`src/rtl/wb_stage_gen_pkg.sv`:
```
// Shared write-back stage definitions: payload field widths, CSR numbers,
// exception codes and the packed control-flag bundle carried by the stage.
package wb_stage_gen_pkg;

    localparam int unsigned PC_W      = 32;
    localparam int unsigned VADDR_W   = 32;
    localparam int unsigned CSR_NUM_W = 14;
    localparam int unsigned ECODE_W   = 6;
    localparam int unsigned RETIRE_W  = 32;
    localparam int unsigned HOLD_W    = 4;

    localparam logic [CSR_NUM_W-1:0] CSR_ERA = 14'h6;

    localparam logic [ECODE_W-1:0] ECODE_ADEF = 6'h08;
    localparam logic [ECODE_W-1:0] ECODE_INE  = 6'h0D;
    localparam logic [ECODE_W-1:0] ECODE_SYS  = 6'h0B;
    localparam logic [ECODE_W-1:0] ECODE_BRK  = 6'h0C;
    localparam logic [ECODE_W-1:0] ECODE_ALE  = 6'h09;
    localparam logic [ECODE_W-1:0] ECODE_INT  = 6'h00;

    // Per-instruction control flags held alongside the data payload.
    typedef struct packed {
        logic gr_we;
        logic csr_rd;
        logic csr_we;
        logic ertn;
    } wb_ctrl_t;

endpackage

```
`src/rtl/wb_exc_encode.sv`:
```
// Priority exception encoder: lowest set exception bit selects the ecode.
// Ports: exc_i - exception vector (bit 0 highest priority)
//        ecode_o - encoded cause, ECODE_INT when no bit or an unmapped bit is set
module wb_exc_encode
    import wb_stage_gen_pkg::*;
#(
    parameter int unsigned NUM_EXC = 6
) (
    input  logic [NUM_EXC-1:0] exc_i,
    output logic [ECODE_W-1:0] ecode_o
);

    function automatic logic [ECODE_W-1:0] bit_ecode(input int idx);
        case (idx)
            0:       bit_ecode = ECODE_ADEF;
            1:       bit_ecode = ECODE_INE;
            2:       bit_ecode = ECODE_SYS;
            3:       bit_ecode = ECODE_BRK;
            4:       bit_ecode = ECODE_ALE;
            default: bit_ecode = ECODE_INT;
        endcase
    endfunction

    // Scan from the top down so the lowest set bit has the final word.
    always_comb begin
        ecode_o = ECODE_INT;
        for (int i = int'(NUM_EXC) - 1; i >= 0; i--) begin
            if (exc_i[i]) begin
                ecode_o = bit_ecode(i);
            end
        end
    end

endmodule

```
`src/rtl/wb_stage_gen.sv`:
```
// Write-back stage: one-entry instruction register that commits register-file
// writes, CSR writes and exception/ertn flushes, then discards input for a
// programmable number of cycles after a flush.
// Ports: in_*        - upstream handshake and instruction payload
//        stall       - register-file port busy, blocks commit
//        csr_*       - CSR read/write port (csr_rvalue is the read data)
//        wb_*/ertn_flush - exception / return commit
//        rf_*        - register-file write and forwarding
//        retire_cnt  - committed non-excepting, non-ertn instructions
module wb_stage_gen
    import wb_stage_gen_pkg::*;
#(
    parameter int unsigned DATA_W     = 32,
    parameter int unsigned DEST_W     = 5,
    parameter int unsigned NUM_EXC    = 6,
    parameter int unsigned FLUSH_HOLD = 2
) (
    input  logic                 clk,
    input  logic                 resetn,
    input  logic                 in_valid,
    output logic                 in_ready,
    input  logic [PC_W-1:0]      in_pc,
    input  logic                 in_gr_we,
    input  logic [DEST_W-1:0]    in_dest,
    input  logic [DATA_W-1:0]    in_result,
    input  logic                 in_csr_rd,
    input  logic                 in_csr_we,
    input  logic [CSR_NUM_W-1:0] in_csr_num,
    input  logic [DATA_W-1:0]    in_csr_wmask,
    input  logic [DATA_W-1:0]    in_csr_wvalue,
    input  logic                 in_ertn,
    input  logic [NUM_EXC-1:0]   in_exc,
    input  logic [VADDR_W-1:0]   in_vaddr,
    input  logic                 stall,
    output logic [CSR_NUM_W-1:0] csr_num,
    input  logic [DATA_W-1:0]    csr_rvalue,
    output logic                 csr_we,
    output logic [DATA_W-1:0]    csr_wmask,
    output logic [DATA_W-1:0]    csr_wvalue,
    output logic                 wb_ex,
    output logic                 ertn_flush,
    output logic [PC_W-1:0]      wb_pc,
    output logic [VADDR_W-1:0]   wb_vaddr,
    output logic [ECODE_W-1:0]   wb_ecode,
    output logic                 rf_we,
    output logic [DEST_W-1:0]    rf_waddr,
    output logic [DATA_W-1:0]    rf_wdata,
    output logic [RETIRE_W-1:0]  retire_cnt
);

    logic                 valid_q,      valid_d;
    logic [PC_W-1:0]      pc_q,         pc_d;
    wb_ctrl_t             ctrl_q,       ctrl_d;
    logic [DEST_W-1:0]    dest_q,       dest_d;
    logic [DATA_W-1:0]    result_q,     result_d;
    logic [CSR_NUM_W-1:0] csr_num_q,    csr_num_d;
    logic [DATA_W-1:0]    csr_wmask_q,  csr_wmask_d;
    logic [DATA_W-1:0]    csr_wvalue_q, csr_wvalue_d;
    logic [NUM_EXC-1:0]   exc_q,        exc_d;
    logic [VADDR_W-1:0]   vaddr_q,      vaddr_d;
    logic [HOLD_W-1:0]    hold_q,       hold_d;
    logic [RETIRE_W-1:0]  retire_cnt_q, retire_cnt_d;

    logic                 commit;
    logic                 exc_any;
    logic                 flush;
    logic                 holding;
    logic                 accept;
    logic [ECODE_W-1:0]   ecode_c;

    assign commit  = valid_q && !stall;
    assign exc_any = |exc_q;
    assign flush   = commit && (exc_any || ctrl_q.ertn);
    assign holding = (hold_q != '0);
    // While holding, input is drained and dropped; a flush commit also drops
    // whatever transfers alongside it.
    assign in_ready = holding || !valid_q || commit;
    assign accept   = in_valid && in_ready && !holding && !flush;

    wb_exc_encode #(
        .NUM_EXC (NUM_EXC)
    ) u_exc_encode (
        .exc_i   (exc_q),
        .ecode_o (ecode_c)
    );

    // Next-state for the instruction register, hold counter and retire counter.
    always_comb begin
        valid_d      = valid_q;
        pc_d         = pc_q;
        ctrl_d       = ctrl_q;
        dest_d       = dest_q;
        result_d     = result_q;
        csr_num_d    = csr_num_q;
        csr_wmask_d  = csr_wmask_q;
        csr_wvalue_d = csr_wvalue_q;
        exc_d        = exc_q;
        vaddr_d      = vaddr_q;
        hold_d       = hold_q;
        retire_cnt_d = retire_cnt_q;

        if (commit) begin
            valid_d = 1'b0;
        end
        if (accept) begin
            valid_d       = 1'b1;
            pc_d          = in_pc;
            ctrl_d.gr_we  = in_gr_we;
            ctrl_d.csr_rd = in_csr_rd;
            ctrl_d.csr_we = in_csr_we;
            ctrl_d.ertn   = in_ertn;
            dest_d        = in_dest;
            result_d      = in_result;
            csr_num_d     = in_csr_num;
            csr_wmask_d   = in_csr_wmask;
            csr_wvalue_d  = in_csr_wvalue;
            exc_d         = in_exc;
            vaddr_d       = in_vaddr;
        end

        if (flush) begin
            hold_d = HOLD_W'(FLUSH_HOLD);
        end else if (holding) begin
            hold_d = hold_q - HOLD_W'(1);
        end

        if (commit && !exc_any && !ctrl_q.ertn) begin
            retire_cnt_d = retire_cnt_q + RETIRE_W'(1);
        end
    end

    always_ff @(posedge clk or negedge resetn) begin
        if (!resetn) begin
            valid_q      <= 1'b0;
            pc_q         <= '0;
            ctrl_q       <= '0;
            dest_q       <= '0;
            result_q     <= '0;
            csr_num_q    <= '0;
            csr_wmask_q  <= '0;
            csr_wvalue_q <= '0;
            exc_q        <= '0;
            vaddr_q      <= '0;
            hold_q       <= '0;
            retire_cnt_q <= '0;
        end else begin
            valid_q      <= valid_d;
            pc_q         <= pc_d;
            ctrl_q       <= ctrl_d;
            dest_q       <= dest_d;
            result_q     <= result_d;
            csr_num_q    <= csr_num_d;
            csr_wmask_q  <= csr_wmask_d;
            csr_wvalue_q <= csr_wvalue_d;
            exc_q        <= exc_d;
            vaddr_q      <= vaddr_d;
            hold_q       <= hold_d;
            retire_cnt_q <= retire_cnt_d;
        end
    end

    // Commit outputs; data fields read as zero whenever nothing commits.
    assign rf_we      = commit && ctrl_q.gr_we && !exc_any && !ctrl_q.ertn;
    assign rf_waddr   = commit ? dest_q : '0;
    assign rf_wdata   = !commit ? '0 : (ctrl_q.csr_rd ? csr_rvalue : result_q);
    assign wb_ex      = commit && exc_any;
    assign ertn_flush = commit && ctrl_q.ertn && !exc_any;
    assign wb_pc      = commit ? pc_q : '0;
    assign wb_vaddr   = commit ? vaddr_q : '0;
    assign wb_ecode   = commit ? ecode_c : '0;
    assign csr_we     = commit && ctrl_q.csr_we && !exc_any;
    assign csr_num    = wb_ex ? CSR_ERA : csr_num_q;
    assign csr_wmask  = commit ? csr_wmask_q : '0;
    assign csr_wvalue = commit ? csr_wvalue_q : '0;
    assign retire_cnt = retire_cnt_q;

endmodule

```
`config.mk`:
```
export PLATFORM = sky130hd
export DESIGN_NAME = wb_stage_gen
export DESIGN_NICKNAME = d
export VERILOG_FILES = /design/src/rtl/wb_stage_gen_pkg.sv /design/src/rtl/wb_exc_encode.sv /design/src/rtl/wb_stage_gen.sv
export SDC_FILE = /design/constraint.sdc
export NUM_CORES = 1
export LEC_CHECK = 0
export CAP_MARGIN = 30
export CORE_AREA = 5 5 171 173
export DETAILED_ROUTE_END_ITERATION = 10
export DIE_AREA = 0 0 176 178
export HOLD_SLACK_MARGIN = 0.08
export PLACE_DENSITY = 0.73
export SYNTH_ARGS = -nofsm -noshare
export SYNTH_HDL_FRONTEND = slang
export SYNTH_SLANG_ARGS = --single-unit
export TNS_END_PERCENT = 5
```
`constraint.sdc`:
```
create_clock -name clk -period 2.9 [get_ports clk]
set_input_delay 0.29 -clock clk [delete_from_list [all_inputs] [get_ports clk]]
set_output_delay 0.29 -clock clk [all_outputs]
set_load 0.005 [all_outputs]
```
Word-level counts from Yosys, hierarchy flattened:

Cells that the tools add are included.

* memories kept: 0
* output and inout port bits: 222
* word-level logic and storage cells: 63
* flip-flop bits (word level): 226
* RAM bits: 0
* input bits: 225
* memory bits (read-only): 0
* bits in latches: 0

* add/sub/neg operators: 2
* mux-type cells: 18
* magnitude comparators: 0
* $mul: 0
* bitwise logic cells: 0
* reduce and logical (&&, ||, !) cells: 28
* div/mod/pow operators: 0
* shifts and indexed selects: 0
* equal/unequal tests: 0

Operator list (number)
* $mux 32: 6
* $add 32x1->32 const B: 1
* $mux 4: 7
* $logic_and 1x1->1: 15
* $mux 14: 1
* $logic_not 1->1: 6
* $mux 6: 1
* $reduce_or 6->1: 1
* $mux 5: 1
* $reduce_bool 2->1: 2
* $reduce_bool 4->1: 1
* $sub 4x1->4 const B: 1
* $logic_or 1x1->1: 3
* $mux 1: 2

Longest topological paths before layout:

* depth in word-level cells: 7
* depth in mapped cells: 9

By module:

Synthesis repeated with hierarchy kept, for this count alone.

* cell total of the unflattened synthesis: 838
* area, all modules: 10796.6 µm²

By module, submodules not included
* wb_stage_gen: instances 1, seq. area each 5655.4 µm², area an instance 10725.3 µm², cells each 825
* wb_exc_encode: instances 1, seq. area each 0.0 µm², area an instance 71.3 µm², cells each 13

Least setup slack after synthesis:

OpenSTA, ideal clock, no wires.

* kind: register -> register
* start: reg exc_q[3]
* end: reg retire_cnt_q[29] (netlist: retire_cnt[29])
* setup time: 0.123 ns
* period minus slack after synthesis: 2.280 ns
* arrival: 2.157 ns
* buffers on the path: 0
* stages on the path, launching flop included: 6
* required time: 2.777 ns
* path slack: 0.620 ns
* path through: dfrtp_1 or4_4 or4_4 nor4_4 nand4_1 xnor2_1

* word-level cells in the longest chain between the ends: 4

RTL lines
* start, declared: RTL line wb_stage_gen.sv:59 `logic [NUM_EXC-1:0] exc_q, exc_d;`
* start signal, assigned: RTL line wb_stage_gen.sv:142 `exc_q <= '0;`
* start signal, assigned: RTL line wb_stage_gen.sv:155 `exc_q <= exc_d;`
* $reduce_or 6->1: RTL line wb_stage_gen.sv:72 `assign exc_any = |exc_q;`
* $logic_not 1->1: RTL line wb_stage_gen.sv:127 `if (commit && !exc_any && !ctrl_q.ertn) begin`
* $logic_and 1x1->1 (2 in series): RTL line wb_stage_gen.sv:127
* end signal, assigned: RTL line wb_stage_gen.sv:158 `retire_cnt_q <= retire_cnt_d;`
* end, declared: RTL line wb_stage_gen.sv:62 `logic [RETIRE_W-1:0] retire_cnt_q, retire_cnt_d;`

Every way passes these cells.
A chain may end at the register's enable or synchronous reset.

Worst setup path in the final report:

* start: reg exc_q[3]
* end: out csr_num[12]

* word-level cells in the longest chain between the ends: 3

RTL lines
* $reduce_or 6->1: RTL line wb_stage_gen.sv:72
* $logic_and 1x1->1: RTL line wb_stage_gen.sv:166 `assign wb_ex = commit && exc_any;`
* $mux 14: RTL line wb_stage_gen.sv:172 `assign csr_num = wb_ex ? CSR_ERA : csr_num_q;`
* end, declared: RTL line wb_stage_gen.sv:35 `output logic [CSR_NUM_W-1:0] csr_num,`

Every way passes these cells.

==> impl_metrics.env <==
export IMPL_status="complete, no violations"
export IMPL_tritoncts="done"
export IMPL_final_util=0.587
export IMPL_fin_crit_sh=0.969
export IMPL_syn_inst=818
export IMPL_setup_tns_ns=0
export IMPL_path_class="flip-flop to output port"
export IMPL_postSynthAreaPerCell_um2=12.6
export IMPL_clock_root_buffer="clkbuf_16"
export IMPL_max_vdd_ir_drop_uv=422
export IMPL_maxSlewHeadroom=0.588
export IMPL_worstMarginPinSlew_ns=0.617
export IMPL_timing_final_crit_period_ns=2.81
export IMPL_syn_area_um2=10300
export IMPL_hold_class="input pin to async pin"
export IMPL_p_leak_nw=6.73
export IMPL_hold_worst_slack_ns=0.255
export IMPL_grt_ovfl_total=0
export IMPL_vias_per_cell=4.77
export IMPL_setup_violations=0
export IMPL_critPathSlowestCell="clkdlybuf4s50_1"
export IMPL_ys_async_sr_fraction=1.00
export IMPL_path_max_fanout=13
export IMPL_clock_sinks=226
export IMPL_die_w_um=176
export IMPL_totalPowerFinal_mw=12.6
export IMPL_ant_nets=0
export IMPL_grt_pass1_wl_um=47800
export IMPL_critPathCaptureType="output port"
export IMPL_finalHoldViolCount=0
export IMPL_start_util=0.374
export IMPL_finClkSkew_ns=0.0152
export IMPL_die_area_um2=31300
export IMPL_drv_slew=0
export IMPL_ys_seq_area_frac=0.550
export IMPL_remaining_drc_errors=0
export IMPL_grt_pass1_vias=8299
export IMPL_crit_arrival_ns=2.52
export IMPL_worstSetupStartpointType="flip-flop"
export IMPL_path_delay_family="buffers and inverters"
export IMPL_rows=61
export IMPL_ys_warn_count=0
export IMPL_drtIter0Drc=494
export IMPL_ios=447
export IMPL_grt_setup_unrepaired="no"
export IMPL_final_cell_mix="clkdlybuf4s50_1, dfrtp_1, mux2_2"
export IMPL_dp_hpwl_um=23200
export IMPL_area_growth_pct=56.8
export IMPL_power_density_nw_per_um2=780
export IMPL_grtUsageTotal=0.192
export IMPL_clk_path_buf_depth=3
export IMPL_fmax_mhz=356
export IMPL_reg2reg_setup_slack_ns=0.39
export IMPL_synth_edf_count=0
export IMPL_drive_above_1_share=0.207
export IMPL_clk_latency_ns=0.52
export IMPL_totalWireLength_um=31200
export IMPL_gp_congestion=0.783
export IMPL_dp_slack_ns=0.306
export IMPL_crit_chain="nor4_2, a21oi_2, buf_12, nor2b_1, clkdlybuf4s50_1"
export IMPL_yosys_register_bits=226
export IMPL_final_common_cell="clkdlybuf4s50_1"
export IMPL_cap_violations=0
export IMPL_layout_setup_ws_ns=0.0889
export IMPL_ys_types=40
export IMPL_cts_buffers=26
export IMPL_grt_max_degree=109
export IMPL_drt_first_pass_iters=6
export IMPL_nNetsFinal=1492
export IMPL_post_cts_buffers=0
export IMPL_portBuffers=444
export IMPL_core_area_um2=27500
export IMPL_dieHeight_um=178
export IMPL_via_count=7766
export IMPL_synth_flop_cell="dfrtp_1"
export IMPL_detail_route_wl_per_cell_um=19.2
export IMPL_path_buf_inv=2
export IMPL_slowest_delay_ns=0.57
export IMPL_h_tree_depth=1
export IMPL_required_ns=2.61
export IMPL_antenna_found_initial=3
export IMPL_path_clk_slew_ns=0.06
[power by group]
| group | switching [mW] | total, mW | internal (mW) |
|---|---|---|---|
| Combinational | 1.42 | 4.10 | 2.68 |
| Clock | 1.27 | 3.16 | 1.88 |
| Sequential | 0.802 | 5.33 | 4.53 |
| Total | 3.49 | 12.6 | 9.09 |
[worst reg2reg max path, stage by stage, from the launching register on]
cell and delay, ns:
dfrtp_1 0.44, nor4_2 0.40, nand2_1 0.11, or3_1 0.37, a21oi_4 0.23, buf_12 0.19
buf_4 0.29, mux2_2 0.38
[timing repair]
item                                   in CTS  in global routing
hold buffers                                1                  0
endpoints found under the hold margin      45                  0
setup endpoints to repair                   1                  4
gates resized for setup                     1                  2
[synth_stat cells, drive strengths merged (2+ instances only)]
cell	n	share of area
nor3	11	0.0054
nand2	15	0.0055
clkbuf	24	0.0088
nor2	50	0.018
buf	24	0.012
and2	135	0.082
xor2	13	0.011
nor2b	13	0.0079
a21oi	5	0.0024
xnor2	21	0.018
nand3b	2	0.0015
or4	3	0.0029
mux2i	32	0.031
nand4	7	0.0043
or3	2	0.0012
ha	3	0.0036
nand3	12	0.0058
inv	9	0.0033
dfrtp	226	0.55
nor4	5	0.0066
or2	5	0.0030
mux2	188	0.21
[cell type report]
class / count / area [um2]
fillers: 2308 / 11300
diodes: 3 / 7.51
inverters: 9 / 33.8
repair buffers: 465 / 4750
flip-flops and latches: 226 / 5660
multi-input cells: 536 / 4420
clock inverters: 5 / 63.8
well taps: 346 / 433
clock buffers: 39 / 759
[state kept, by name (all words and copies together), names as in the netlist]
name          flops
pc_q             32
csr_num_q        14
exc_q             6
retire_cnt       32
vaddr_q          32
valid_q           1
csr_wmask_q      32
hold_q            4
result_q         32
ctrl_q            4
dest_q            5
csr_wvalue_q     32
[path summary, 6_finish.rpt]
check                                from  depth (start not counted)              to
setup reg to reg                 exc_q[3]                          7    csr_num_q[8]
min in group clk                 in_pc[2]                          2         pc_q[2]
setup / recovery                 exc_q[3]                          5     csr_num[12]
hold / removal                     resetn                          2  retire_cnt[24]
hold reg to reg            retire_cnt[31]                          1  retire_cnt[31]
max in group asynchronous          resetn                          3       ctrl_q[2]
[per-stage QoR]
step	cells	area [um2]
floorplan	819	10300
global placement	1581	15300
detailed placement	1581	15300
CTS	1626	16100
global route	1628	16100
finish	1629	16100
[cell families (layout without fill, tap and decap cells)]
kind of cell               Yosys count  count (layout)  share of synthesized area
AOI/OAI and AO/OA                   11              11                    0.00730
xor gates and xnor gates            34              34                     0.0290
adders and majority gates            3               3                    0.00365
buffers and inverters               57             518                     0.0241
DFF                                226             226                      0.550
muxes                              220             220                      0.237
other                                1               5                   0.000365
and+or+nand+nor                    266             266                      0.149
[per-layer routing]
layer	track usage	share of wire	wire, um
met1	0.229	0.38	11900
met3	0.0678	0.090	2820
met4	0.0614	0.032	1010
met5	0	0.00042	13
met2	0.328	0.50	15500
Power figures use the tool's default switching activity.
